## config.mk

```make
export PLATFORM = sky130hd
export DESIGN_NAME = sd_spi
export DESIGN_NICKNAME = d
export VERILOG_FILES = /design/src/rtl/sd_spi_pkg.sv /design/src/rtl/sd_spi_fifo.sv /design/src/rtl/sd_spi.sv
export SDC_FILE = /design/constraint.sdc
export NUM_CORES = 1
export LEC_CHECK = 0
export CAP_MARGIN = 10
export CORE_AREA = 2 2 127 117
export DETAILED_ROUTE_END_ITERATION = 16
export DIE_AREA = 0 0 129 119
export PLACE_DENSITY = 0.61
export SLEW_MARGIN = 15
export SYNTH_ARGS = -nofsm -noshare
export SYNTH_HDL_FRONTEND = slang
export SYNTH_SLANG_ARGS = --single-unit
export TNS_END_PERCENT = 5
```

## constraint.sdc

```tcl
create_clock -name clk -period 5 [get_ports clk]
set_input_delay 1.25 -clock clk [delete_from_list [all_inputs] [get_ports clk]]
set_output_delay 1.25 -clock clk [all_outputs]
set_load 0.05 [all_outputs]
```

## src/rtl/sd_spi_pkg.sv

```systemverilog
// Shared definitions for the SD-card SPI master: register map, STATUS/CTRL
// bit positions, serial-engine state encoding and the STATUS packing helper.
package sd_spi_pkg;

  localparam logic [3:0] SD_DATA   = 4'd0;
  localparam logic [3:0] SD_STATUS = 4'd1;
  localparam logic [3:0] SD_CTRL   = 4'd2;
  localparam logic [3:0] SD_DIV    = 4'd3;

  localparam int STAT_TX_FULL  = 0;
  localparam int STAT_TX_EMPTY = 1;
  localparam int STAT_RX_VALID = 2;
  localparam int STAT_BUSY     = 3;
  localparam int STAT_RXOVR    = 4;
  localparam int STAT_TXDROP   = 5;

  localparam int CTRL_CS_EN   = 0;
  localparam int CTRL_IE_RX   = 1;
  localparam int CTRL_IE_IDLE = 2;

  typedef enum logic [1:0] {
    S_IDLE = 2'd0,
    S_LO   = 2'd1,
    S_HI   = 2'd2
  } spi_state_e;

  function automatic logic [7:0] pack_status(input logic tx_full, input logic tx_empty,
                                             input logic rx_valid, input logic busy,
                                             input logic rxovr, input logic txdrop);
    pack_status = {2'b00, txdrop, rxovr, busy, rx_valid, tx_empty, tx_full};
  endfunction

endpackage

```

## src/rtl/sd_spi_fifo.sv

```systemverilog
// Synchronous byte FIFO with wrap-around pointers carrying an extra MSB so
// full and empty are told apart without a separate occupancy counter.
module spi_fifo
  import sd_spi_pkg::*;
#(
  parameter int WIDTH = 8,
  parameter int DEPTH = 4
) (
  input  logic             clk,
  input  logic             reset,
  input  logic             push,
  input  logic [WIDTH-1:0] din,
  input  logic             pop,
  output logic [WIDTH-1:0] head,
  output logic             full,
  output logic             empty
);

  localparam int AW = $clog2(DEPTH);
  localparam logic [AW:0] PTR_ONE = (AW+1)'(1);

  logic [AW:0]      wr_ptr_r;
  logic [AW:0]      rd_ptr_r;
  logic [WIDTH-1:0] mem_r [DEPTH];
  logic             push_ok_s;
  logic             pop_ok_s;

  assign empty     = (wr_ptr_r == rd_ptr_r);
  assign full      = (wr_ptr_r[AW] != rd_ptr_r[AW]) && (wr_ptr_r[AW-1:0] == rd_ptr_r[AW-1:0]);
  assign head      = mem_r[rd_ptr_r[AW-1:0]];
  assign push_ok_s = push & ~full;
  assign pop_ok_s  = pop & ~empty;

  // Pointer update; a push into a full FIFO is simply not taken.
  always_ff @(posedge clk or posedge reset) begin
    if (reset) begin
      wr_ptr_r <= '0;
      rd_ptr_r <= '0;
    end else begin
      if (push_ok_s) begin
        wr_ptr_r <= wr_ptr_r + PTR_ONE;
      end
      if (pop_ok_s) begin
        rd_ptr_r <= rd_ptr_r + PTR_ONE;
      end
    end
  end

  // Storage array, written only on an accepted push.
  always_ff @(posedge clk) begin
    if (push_ok_s) begin
      mem_r[wr_ptr_r[AW-1:0]] <= din;
    end
  end

endmodule

```

## src/rtl/sd_spi.sv

```systemverilog
// Byte-oriented SPI master (mode 0) for an SD card on the io bus: TX/RX FIFOs,
// STATUS/CTRL/DIV registers and a LO/HI half-period serial engine.
module sd_spi
  import sd_spi_pkg::*;
#(
  parameter int         DEPTH     = 4,
  parameter logic [7:0] DIV_RESET = 8'h3f
) (
  input  logic       clk,
  input  logic       reset,
  input  logic [3:0] io_addr,
  input  logic       io_write,
  input  logic       io_read,
  input  logic [7:0] io_wdata,
  output logic [7:0] io_rdata,
  output logic       interrupt,
  output logic       sclk,
  output logic       mosi,
  input  logic       miso,
  output logic       cs_n
);

  logic [2:0] ctrl_r;
  logic [7:0] div_r;
  logic       rxovr_r, txdrop_r, cs_n_r, interrupt_r;
  spi_state_e state_r, state_nxt_s;
  logic [7:0] cnt_r, cnt_nxt_s;
  logic [3:0] bitcnt_r, bitcnt_nxt_s;
  logic [7:0] shift_r, shift_nxt_s;
  logic       miso_bit_r, miso_bit_nxt_s;
  logic       sclk_r, sclk_nxt_s, mosi_r, mosi_nxt_s;
  logic       tx_full_s, tx_empty_s, rx_full_s, rx_empty_s;
  logic [7:0] tx_head_s, rx_head_s, rx_byte_s;
  logic       tx_push_s, tx_pop_s, rx_push_s, rx_pop_s;
  logic       busy_s, cnt_zero_s, last_bit_s, stat_wr_s;

  assign tx_push_s  = io_write & (io_addr == SD_DATA);
  assign tx_pop_s   = (state_r == S_IDLE) & ~tx_empty_s;
  assign rx_pop_s   = io_read & (io_addr == SD_DATA) & ~rx_empty_s;
  assign stat_wr_s  = io_write & (io_addr == SD_STATUS);
  assign busy_s     = (state_r != S_IDLE) | ~tx_empty_s;
  assign cnt_zero_s = (cnt_r == 8'd0);
  assign last_bit_s = (bitcnt_r == 4'd7);
  // The received bit of the current cycle sits in miso_bit_r until the next shift.
  assign rx_byte_s  = {shift_r[6:0], miso_bit_r};

  spi_fifo #(.WIDTH(8), .DEPTH(DEPTH)) u_tx_fifo (
    .clk(clk), .reset(reset), .push(tx_push_s), .din(io_wdata), .pop(tx_pop_s),
    .head(tx_head_s), .full(tx_full_s), .empty(tx_empty_s)
  );

  spi_fifo #(.WIDTH(8), .DEPTH(DEPTH)) u_rx_fifo (
    .clk(clk), .reset(reset), .push(rx_push_s), .din(rx_byte_s), .pop(rx_pop_s),
    .head(rx_head_s), .full(rx_full_s), .empty(rx_empty_s)
  );

  // CPU-visible control registers and sticky flags; a set beats a clear.
  always_ff @(posedge clk or posedge reset) begin
    if (reset) begin
      ctrl_r   <= 3'd0;
      div_r    <= DIV_RESET;
      cs_n_r   <= 1'b1;
      rxovr_r  <= 1'b0;
      txdrop_r <= 1'b0;
    end else begin
      if (io_write && (io_addr == SD_CTRL)) begin
        ctrl_r <= io_wdata[2:0];
        cs_n_r <= ~io_wdata[CTRL_CS_EN];
      end
      if (io_write && (io_addr == SD_DIV)) begin
        div_r <= io_wdata;
      end
      if (rx_push_s && rx_full_s) begin
        rxovr_r <= 1'b1;
      end else if (stat_wr_s && io_wdata[STAT_RXOVR]) begin
        rxovr_r <= 1'b0;
      end
      if (tx_push_s && tx_full_s) begin
        txdrop_r <= 1'b1;
      end else if (stat_wr_s && io_wdata[STAT_TXDROP]) begin
        txdrop_r <= 1'b0;
      end
    end
  end

  // Serial engine state register.
  always_ff @(posedge clk or posedge reset) begin
    if (reset) begin
      state_r <= S_IDLE;
    end else begin
      state_r <= state_nxt_s;
    end
  end

  // Serial engine next-state logic.
  always_comb begin
    state_nxt_s = state_r;
    case (state_r)
      S_IDLE: begin
        if (!tx_empty_s) state_nxt_s = S_LO;
        else             state_nxt_s = S_IDLE;
      end
      S_LO: begin
        if (cnt_zero_s) state_nxt_s = S_HI;
        else            state_nxt_s = S_LO;
      end
      S_HI: begin
        if (cnt_zero_s && last_bit_s)  state_nxt_s = S_IDLE;
        else if (cnt_zero_s)           state_nxt_s = S_LO;
        else                           state_nxt_s = S_HI;
      end
      default: state_nxt_s = S_IDLE;
    endcase
  end

  // Serial engine outputs: next values of the datapath registers and the RX push.
  always_comb begin
    cnt_nxt_s      = cnt_r;
    bitcnt_nxt_s   = bitcnt_r;
    shift_nxt_s    = shift_r;
    miso_bit_nxt_s = miso_bit_r;
    sclk_nxt_s     = sclk_r;
    mosi_nxt_s     = mosi_r;
    rx_push_s      = 1'b0;
    case (state_r)
      S_IDLE: begin
        if (!tx_empty_s) begin
          shift_nxt_s  = tx_head_s;
          mosi_nxt_s   = tx_head_s[7];
          cnt_nxt_s    = div_r;
          bitcnt_nxt_s = 4'd0;
        end else begin
          mosi_nxt_s = 1'b1;
        end
      end
      S_LO: begin
        if (cnt_zero_s) begin
          sclk_nxt_s     = 1'b1;
          miso_bit_nxt_s = miso;
          cnt_nxt_s      = div_r;
        end else begin
          cnt_nxt_s = cnt_r - 8'd1;
        end
      end
      S_HI: begin
        if (cnt_zero_s && last_bit_s) begin
          sclk_nxt_s   = 1'b0;
          bitcnt_nxt_s = bitcnt_r + 4'd1;
          mosi_nxt_s   = 1'b1;
          rx_push_s    = 1'b1;
        end else if (cnt_zero_s) begin
          sclk_nxt_s   = 1'b0;
          bitcnt_nxt_s = bitcnt_r + 4'd1;
          shift_nxt_s  = rx_byte_s;
          mosi_nxt_s   = shift_r[6];
          cnt_nxt_s    = div_r;
        end else begin
          cnt_nxt_s = cnt_r - 8'd1;
        end
      end
      default: begin
        sclk_nxt_s = 1'b0;
        mosi_nxt_s = 1'b1;
      end
    endcase
  end

  // Serial engine datapath registers, including the sclk/mosi pins.
  always_ff @(posedge clk or posedge reset) begin
    if (reset) begin
      cnt_r      <= 8'd0;
      bitcnt_r   <= 4'd0;
      shift_r    <= 8'd0;
      miso_bit_r <= 1'b0;
      sclk_r     <= 1'b0;
      mosi_r     <= 1'b1;
    end else begin
      cnt_r      <= cnt_nxt_s;
      bitcnt_r   <= bitcnt_nxt_s;
      shift_r    <= shift_nxt_s;
      miso_bit_r <= miso_bit_nxt_s;
      sclk_r     <= sclk_nxt_s;
      mosi_r     <= mosi_nxt_s;
    end
  end

  // Level interrupt, registered one clock behind its sources.
  always_ff @(posedge clk or posedge reset) begin
    if (reset) begin
      interrupt_r <= 1'b0;
    end else begin
      interrupt_r <= (ctrl_r[CTRL_IE_RX] & ~rx_empty_s) | (ctrl_r[CTRL_IE_IDLE] & ~busy_s);
    end
  end

  // Register read mux; unmapped indices read zero.
  always_comb begin
    io_rdata = 8'h00;
    case (io_addr)
      SD_DATA:   io_rdata = rx_empty_s ? 8'hff : rx_head_s;
      SD_STATUS: io_rdata = pack_status(tx_full_s, tx_empty_s, ~rx_empty_s, busy_s, rxovr_r, txdrop_r);
      SD_CTRL:   io_rdata = {5'b00000, ctrl_r};
      SD_DIV:    io_rdata = div_r;
      default:   io_rdata = 8'h00;
    endcase
  end

  assign sclk      = sclk_r;
  assign mosi      = mosi_r;
  assign cs_n      = cs_n_r;
  assign interrupt = interrupt_r;

endmodule

```

# Word-level counts from Yosys, hierarchy flattened
# Memory sizes are Yosys's and may differ from the RTL's.
# Cells that the tools add are included.
# word_totals
mem_count	2
input_bits	17
elab_cells	123
ff_bits	51
output_inout_bits	12
ramBits	64
# classes
bitwise	21
n_addsub	6
n_reduce_logical	23
n_eq_ne	17
muxes	37
# memory_table
name	depth	word_bits	rd	rd_clocked_by_memory_dff	wr	line	source
u_rx_fifo.mem_r	4	8	1	0	1	sd_spi_fifo.sv:24	logic [WIDTH-1:0] mem_r [DEPTH];
u_tx_fifo.mem_r	4	8	1	0	1	sd_spi_fifo.sv:24	
# ops
op	count
$mux W8	4
$pmux W8 S4	1
$pmux W8 S3	1
$mux W7	3
$mux W1	17
$pmux W7 S2	1
$add A3 B1 Y3 const B	4
$mux W4	3
$and A1 B1 Y1	11
$logic_and A1 B1 Y1	9
$reduce_and A3 Y1	3
$eq A4 B2 Y1 const B	2
$logic_not A8 Y1	1
$ne A2 B2 Y1 const B	4
$not A1 Y1	8
$pmux W4 S2	1
$reduce_bool A2 Y1	4
$sub A8 B1 Y8 const B	1
$eq A3 B3 Y1	2
$mux W2	3
$pmux W1 S3	2
$pmux W2 S3	1
$add A4 B1 Y4 const B	1
$eq A2 B2 Y1	2
other kinds (12)	15

# Longest topological paths before layout
# Gate-level depths: netlist (run 1).
# depth
ltp_word	7
depth_mapped	8
mapped_depth_nobuf	6

# Modules after synthesis
# A second synthesis (run 1) with hierarchy kept.
# hier_totals
hier_cells	420
hier_area_um2	5743.0
# by_module_without_submodules
mod	cells_per_inst	n_inst	area_per_inst_um2
spi_fifo	91	2	1679.1
sd_spi	238	1	2384.8

# Worst setup path before layout (run 1)
# OpenSTA, ideal clock, no wires.
# synth_path
path_kind	input -> output
start	input port io_addr[0]
end	output port io_rdata[3]
cell_stages	4
path_slack_ns	1.156
t_arrival_ns	2.594
path_buffers	1
required_time_ns	3.750
cell_sequence	clkbuf_1 > nor4b_1 > a22oi_1 > nand2_1
# synth_between
elab_chain_len	2
word_cells_on_any_way	5
cone_classes	3 x eq/ne; 1 x mux; 1 x reduce/logical
# synth_lines
element	line	source
start, declared	sd_spi.sv:11	input logic [3:0] io_addr,
$eq A4 B2 Y1 (tied with other cells)	sd_spi.sv:199	case (io_addr)
$pmux W8 S4 *	sd_spi.sv:199	
end, declared	sd_spi.sv:15	output logic [7:0] io_rdata,
# Mark *: on every way between the ends. The rest lies on a longest branch, timed or not.

# Worst setup path in the final report (run 1)
# Ends and elaborated chain as after synthesis.

==> impl_metrics.toml, run 1 <==
[status]
outcome = "finished clean"

[power]
power_frac_seq_pct = 38.9
power_switching_uw = 1120
intPower_uw = 2470
power.share.switching_pct = 31.2
combinationalPowerShare_pct = 27.1
ir_drop_mv = 0.306
static-leakage-power_uw = 0.00255
power_density_nw_per_um2 = 542
p_clk_share_pct = 34.1

[sta]
grt_setup_unrepaired = "false"
post-route-period-util_pct = 84.5
finClkSkew_ns = 0.0164
final-setup-viol-count = 0
shortest_period_the_worst_path_allows_ns = 4.22
final_sum_of_negative_setup_slack_ns = 0
finalHoldViolCount = 0
timing.fmax_ghz = 0.237
tightest_slew_ns = 0.677
timing.slew.headroom_pct = 54.9
hold_ws_ns = 0.474
final_max_slew_viol_count = 0

[synth]
synth_sequential_area_ratio_pct = 58.5
yosys_warnings = 0
post_synth_inst_count = 387
postSynth.asyncResetShare_pct = 44.3
postSynth.topFlopCell = "sky130_fd_sc_hd__edfxtp_1"
synthesis.area_sq_um = 5480
synth_enable_flop_cells = 64
synth_cell_types = 58
synth_nets = 421
post_synth.cell_area_avg_sq_um = 14.2
synth_seq_cells = 115

[clock_network]
clock_latency_ns = 0.42
post_cts_buffers = 0
clock_tree.htree_level_count = 4
tritoncts_num_sinks = 115
ctsResizeCount = 0
cts_hold_buf = 0
clock_input_transition_at_the_sequential_cells_of_the_worst_setup_and_hold_paths_ns = 0.05
cts_tree = "built"
cts_buffers = 17
cts-root-buf = "sky130_fd_sc_hd__clkbuf_16"
clk_path_buf_depth = 2

[final_layout]
fin_util_pct = 46.6
nets = 456
drive_above_1_share_pct = 23.1
area_growth_pct = 21.0

[critical_path]
critPathMaxFanout = 8
worst-r2r-cell-count = 6
worstSetupEndpointType = "primary output"
timing.critical_path.buf_inv = 3
criticalPathCategory = "in2out"
timing.critical_path.required_ns = 3.75
worst_path_cell_chain = "clkdlybuf4s50_1 -> nor4b_1 -> buf_4 -> a22oi_1 -> nand2_1 -> buf_12"
worstSetupPathDepth = 6
crit_path_start_kind = "input pin"
critical-path-slowest-cell = "sky130_fd_sc_hd__clkdlybuf4s50_1"
critical-path-max-stage-delay_ns = 0.66
path_delay_family = "buffers and inverters"
critPathArrivalTime_ns = 2.97

[floorplan]
rows = 42
die_h_um = 119
ios = 29
total_die_area_sq_um = 15400
initial_core_util_pct = 38.5
die_x_um = 129
core_area_sq_um = 14200

[detailed_routing]
drc = 0
routed_via_density = 5.34
avgRoutedWirePerCell_um = 18.7
routed_wl_um = 11800
drt-initial-drc-count = 391
detail_route.first_pass.iterations = 4
drtAntennaViolNets = 0
via_count = 3372

[global_routing]
grt_overflow_total = 0
wire_length_of_the_first_global_routing_pass_um = 19000
track_usage_pct = 16.7
first_global_vias = 3447
grt_max_degree = 33
grt_antenna_before_repair = 0

[place]
detailed_place_hpwl_um = 8240
gp_congestion = 0.871
numPortBuffers = 28

[flow_run]
cap_viol_max_count = 0

[hold_path]
min-delay-path-class = "reg2reg"
whs_path_depth = 2
-- placed cells by master, fill, tap and decap left out, drive strengths merged, types with 5 or more instances in the layout --
cell type	count
edfxtp	64
dfrtp	43
mux2	28
nand2	26
o21ai	23
clkdlybuf4s50	20
clkbuf	18
ha	17
inv	16
mux4	16
nand3	13
buf	13
xnor2	12
a21oi	9
and2	8
dfstp	8
clkinv	7
nor2	6
xor2	5
nand4	5
mux2i	5
a22oi	5
-- flip-flops by register name, summed over array words and instances (netlist names), 2 cells and up --
signal              count
cnt_r                   8
state_r                 2
u_tx_fifo.rd_ptr_r      3
u_rx_fifo.rd_ptr_r      3
u_rx_fifo.wr_ptr_r      3
u_rx_fifo.mem_r        32
bitcnt_r                4
div_r                   8
u_tx_fifo.mem_r        32
shift_r                 7
ctrl_r                  3
u_tx_fifo.wr_ptr_r      3
-- cells in the mapped netlist (7+ instances only) --
cell type,instances,area [sq um]
sky130_fd_sc_hd__edfxtp_1,64,1920
sky130_fd_sc_hd__a21oi_1,9,45.0
sky130_fd_sc_hd__mux4_2,12,270
sky130_fd_sc_hd__inv_1,16,60.1
sky130_fd_sc_hd__dfstp_2,8,210
sky130_fd_sc_hd__xnor2_1,12,105
sky130_fd_sc_hd__ha_1,17,213
sky130_fd_sc_hd__and2_1,8,50.1
sky130_fd_sc_hd__mux2_4,7,105
sky130_fd_sc_hd__mux2_2,21,236
sky130_fd_sc_hd__dfrtp_1,43,1080
sky130_fd_sc_hd__clkbuf_1,8,30.0
sky130_fd_sc_hd__nand3_1,13,65.1
sky130_fd_sc_hd__nand2_1,26,97.6
sky130_fd_sc_hd__o21ai_0,22,110
-- layer usage --
metal,GRT usage (%),up-vias,part of all wire [%]
met1,23.9,1714,49
met4,5.98,0,0.79
li1,-,1563,-
met5,0,-,0
met3,4.49,6,4.1
met2,24.5,89,46
-- worst paths after layout --
| check | slack [ns] | to | start |
|---|---|---|---|
| worst min register to register | 0.47 | cs_n | cs_n |
| max in group asynchronous | 2.99 | div_r[5] | reset |
| worst max register to register | 2.33 | u_rx_fifo.mem_r[1][1] | state_r[0] |
| worst max-delay path | 0.78 | io_rdata[3] | io_addr[0] |
| min in group asynchronous | 1.16 | u_rx_fifo.rd_ptr_r[2] | reset |
| worst min-delay path | 0.47 | cs_n | cs_n |
-- power by group through the flow --
stage / clock network, uW / logic (uW) / registers, uW
floorplan: 0 / 736 / 1370
global placement: 0 / 950 / 1400
detailed placement: 0 / 964 / 1410
CTS: 1250 / 973 / 1400
global route: 1290 / 1070 / 1430
finish: 1230 / 974 / 1400
-- stage by stage --
stage	worst slack (ns)	instance area [sq um]	total power (uW)	std cells
after floorplan	1.16	5480	2110	387
after global placement	0.887	6040	2350	601
after detailed placement	0.823	6040	2380	601
after CTS	0.814	6630	3620	631
after global routing	0.678	6630	3780	631
final	0.777	6640	3600	632
-- cell type report --
class | instances | area, sq um
Multi-Input combinational cell | 239 | 2130
Inverter | 16 | 60.1
Fill cell | 1249 | 7600
Antenna cell | 1 | 2.50
Clock buffer | 18 | 429
Timing Repair Buffer | 33 | 398
Clock inverter | 12 | 165
Tap cell | 198 | 248
Sequential cell | 115 | 3210
-- cell families after synthesis --
kind of cell,Yosys count,share of synthesized area [%]
flip-flops,115,58.5
AND/OR/NAND/NOR,87,9.31
AO/OA/AOI/OAI,69,8.76
multiplexers,49,14.0
buffers and inverters,33,2.83
XOR/XNOR,17,2.72
adder cells (fa/ha/maj),17,3.88
-- worst min-delay path, stage by stage (launching register included) --
cell,delay [ns]
sky130_fd_sc_hd__dfstp_2,0.37
sky130_fd_sc_hd__inv_1,0.04
sky130_fd_sc_hd__mux2i_1,0.06
No activity file was read; power rests on OpenSTA's default activity.
==> run 2, diff against run 1 <==
--- a/config.mk
+++ b/config.mk
@@ -9,7 +9,7 @@
 export CORE_AREA = 2 2 127 117
 export DETAILED_ROUTE_END_ITERATION = 16
 export DIE_AREA = 0 0 129 119
-export PLACE_DENSITY = 0.61
+export PLACE_DENSITY = 0.63
 export SLEW_MARGIN = 15
 export SYNTH_ARGS = -nofsm -noshare
 export SYNTH_HDL_FRONTEND = slang
==> constraint.sdc (replaced) <==
create_clock -name clk -period 3.7 [get_ports clk]
set_input_delay 0.925 -clock clk [delete_from_list [all_inputs] [get_ports clk]]
set_output_delay 0.925 -clock clk [all_outputs]
set_load 0.05 [all_outputs]
==> impl_metrics.toml, run 2 (synthesis results as in run 1) <==
[power]
power_switching_uw = 1580
power_density_nw_per_um2 = 748
intPower_uw = 3440
combinationalPowerShare_pct = 26.6
ir_drop_mv = 0.389
p_clk_share_pct = 36.0
static-leakage-power_uw = 0.00259
totalPowerFinal_uw = 5030
power.share.switching_pct = 31.5
power_frac_seq_pct = 37.4

[critical_path]
timing.critical_path.required_ns = 2.77
critical-path-max-stage-delay_ns = 0.56
criticalPathCategory = "reg2out"
worst_path_cell_chain = "xnor2_1 -> nand4_1 -> a22oi_1 -> nand2_1 -> buf_12"
worstSetupEndpointType = "primary output"
critPathArrivalTime_ns = 2.72
timing.critical_path.buf_inv = 1
path_delay_family = "simple AND/OR/NAND/NOR gates"
critical-path-slowest-cell = "sky130_fd_sc_hd__dfrtp_1"
critPathMaxFanout = 12
crit_path_start_kind = "flop"

[global_routing]
grt_antenna_before_repair = 0
track_usage_pct = 16.4
wire_length_of_the_first_global_routing_pass_um = 18500
grt_overflow_total = 0
first_global_vias = 3302
grt_max_degree = 20

[detailed_routing]
via_count = 3359
routed_via_density = 5.27
detail_route.first_pass.iterations = 5
routed_wl_um = 11800
drt-initial-drc-count = 242
avgRoutedWirePerCell_um = 18.6
drtAntennaViolNets = 0
drc = 0

[hold_path]
min-delay-path-class = "reg2reg"

[sta]
final-setup-viol-count = 0
final_max_slew_viol_count = 0
hold_ws_ns = 0.472
grt_setup_unrepaired = "false"
final_sum_of_negative_setup_slack_ns = 0
finalHoldViolCount = 0
timing.slew.headroom_pct = 58.6
timing.fmax_ghz = 0.274
finClkSkew_ns = 0.0136
tightest_slew_ns = 0.619
shortest_period_the_worst_path_allows_ns = 3.65
post-route-period-util_pct = 98.6

[status]
outcome = "finished clean"

[floorplan]
die_h_um = 119
core_area_sq_um = 14200
ios = 29
total_die_area_sq_um = 15400
initial_core_util_pct = 38.5
die_x_um = 129
rows = 42

[place]
place_area_sq_um = 6060
numPortBuffers = 28
detailed_place_hpwl_um = 8470
gp_congestion = 0.892

[clock_network]
clock_input_transition_at_the_sequential_cells_of_the_worst_setup_and_hold_paths_ns = 0.06
clk_path_buf_depth = 2
tritoncts_num_sinks = 115
ctsResizeCount = 0
clock_latency_ns = 0.42
cts-root-buf = "sky130_fd_sc_hd__clkbuf_16"
post_cts_buffers = 0
cts_buffers = 17
cts_hold_buf = 0
clock_tree.htree_level_count = 4
cts_tree = "built"

[final_layout]
mostFrequentLayoutCell = "sky130_fd_sc_hd__edfxtp_1"
total_non_filler_cell_area_in_the_finished_layout_sq_um = 6720
layout_common_cells = "sky130_fd_sc_hd__edfxtp_1 (64), sky130_fd_sc_hd__dfrtp_1 (43), sky130_fd_sc_hd__nand2_1 (26), sky130_fd_sc_hd__o21ai_0 (22), sky130_fd_sc_hd__mux2_2 (21)"
fill_cells = 1238
area_growth_pct = 22.5
num_antenna_cells = 0
drive_above_1_share_pct = 24.4
nets = 460

[flow_run]
cap_viol_max_count = 0
## run 2: cell types whose count changed in the layout (fill, tap and decap cells not counted), sizes merged
cell,previous run,this run
buf,13,17
clkinv,7,5
clkinvlp,1,3
inv,16,18
bufinv,4,5
clkbuf,18,17
diode,1,0
## run 2: worst paths after layout
path                                  startpoint                     to  slack (ns)  depth (start not counted)
max in group asynchronous                  reset               div_r[5]        2.21                          3
hold reg to reg                             cs_n                   cs_n        0.47                          2
hold / removal                              cs_n                   cs_n        0.47                          2
setup / recovery           u_tx_fifo.rd_ptr_r[1]            io_rdata[3]        0.05                          5
setup reg to reg                      state_r[0]  u_rx_fifo.mem_r[2][3]        1.00                          6
min in group asynchronous                  reset             miso_bit_r        0.83                          2
## run 2: stage by stage
stage | utilization, % | setup WS [ns] | std cells
after floorplan | - | 0.506 | 387
after global placement | 42.6 | 0.303 | 605
after detailed placement | 42.6 | 0.299 | 605
after CTS | 47.2 | 0.175 | 637
after global routing | 47.2 | 0.00566 | 637
final | 47.2 | 0.0518 | 637
## run 2: layout make-up
cell class | instances | area, sq um | share of cell area [%]
clock inverters | 15 | 230 | 3.43
inverters | 16 | 60.1 | 0.894
well taps | 198 | 248 | 3.69
flip-flops and latches | 115 | 3210 | 47.7
repair buffers | 37 | 428 | 6.37
clock buffers | 17 | 425 | 6.33
multi-input cells | 239 | 2120 | 31.5
## run 2: tightest hold or removal path, stage by stage (launching register included)
cell,delay (ns)
sky130_fd_sc_hd__dfstp_2,0.37
sky130_fd_sc_hd__inv_1,0.04
sky130_fd_sc_hd__mux2i_1,0.06
## run 2: power by group through the flow
stage | clock network, uW | registers [uW] | logic [uW]
floorplan | 0 | 1850 | 995
global placement | 0 | 1890 | 1300
detailed placement | 0 | 1900 | 1330
CTS | 1830 | 1880 | 1340
global route | 1900 | 1910 | 1460
finish | 1810 | 1880 | 1340
## run 2: metal layers
| layer | vias up | wire length (um) | global-route usage, % |
|---|---|---|---|
| met5 | - | 0 | 0 |
| met4 | 0 | 125 | 4.62 |
| met3 | 14 | 550 | 5.39 |
| met2 | 95 | 5450 | 24.3 |
| met1 | 1681 | 5710 | 23.1 |
| li1 | 1569 | - | - |
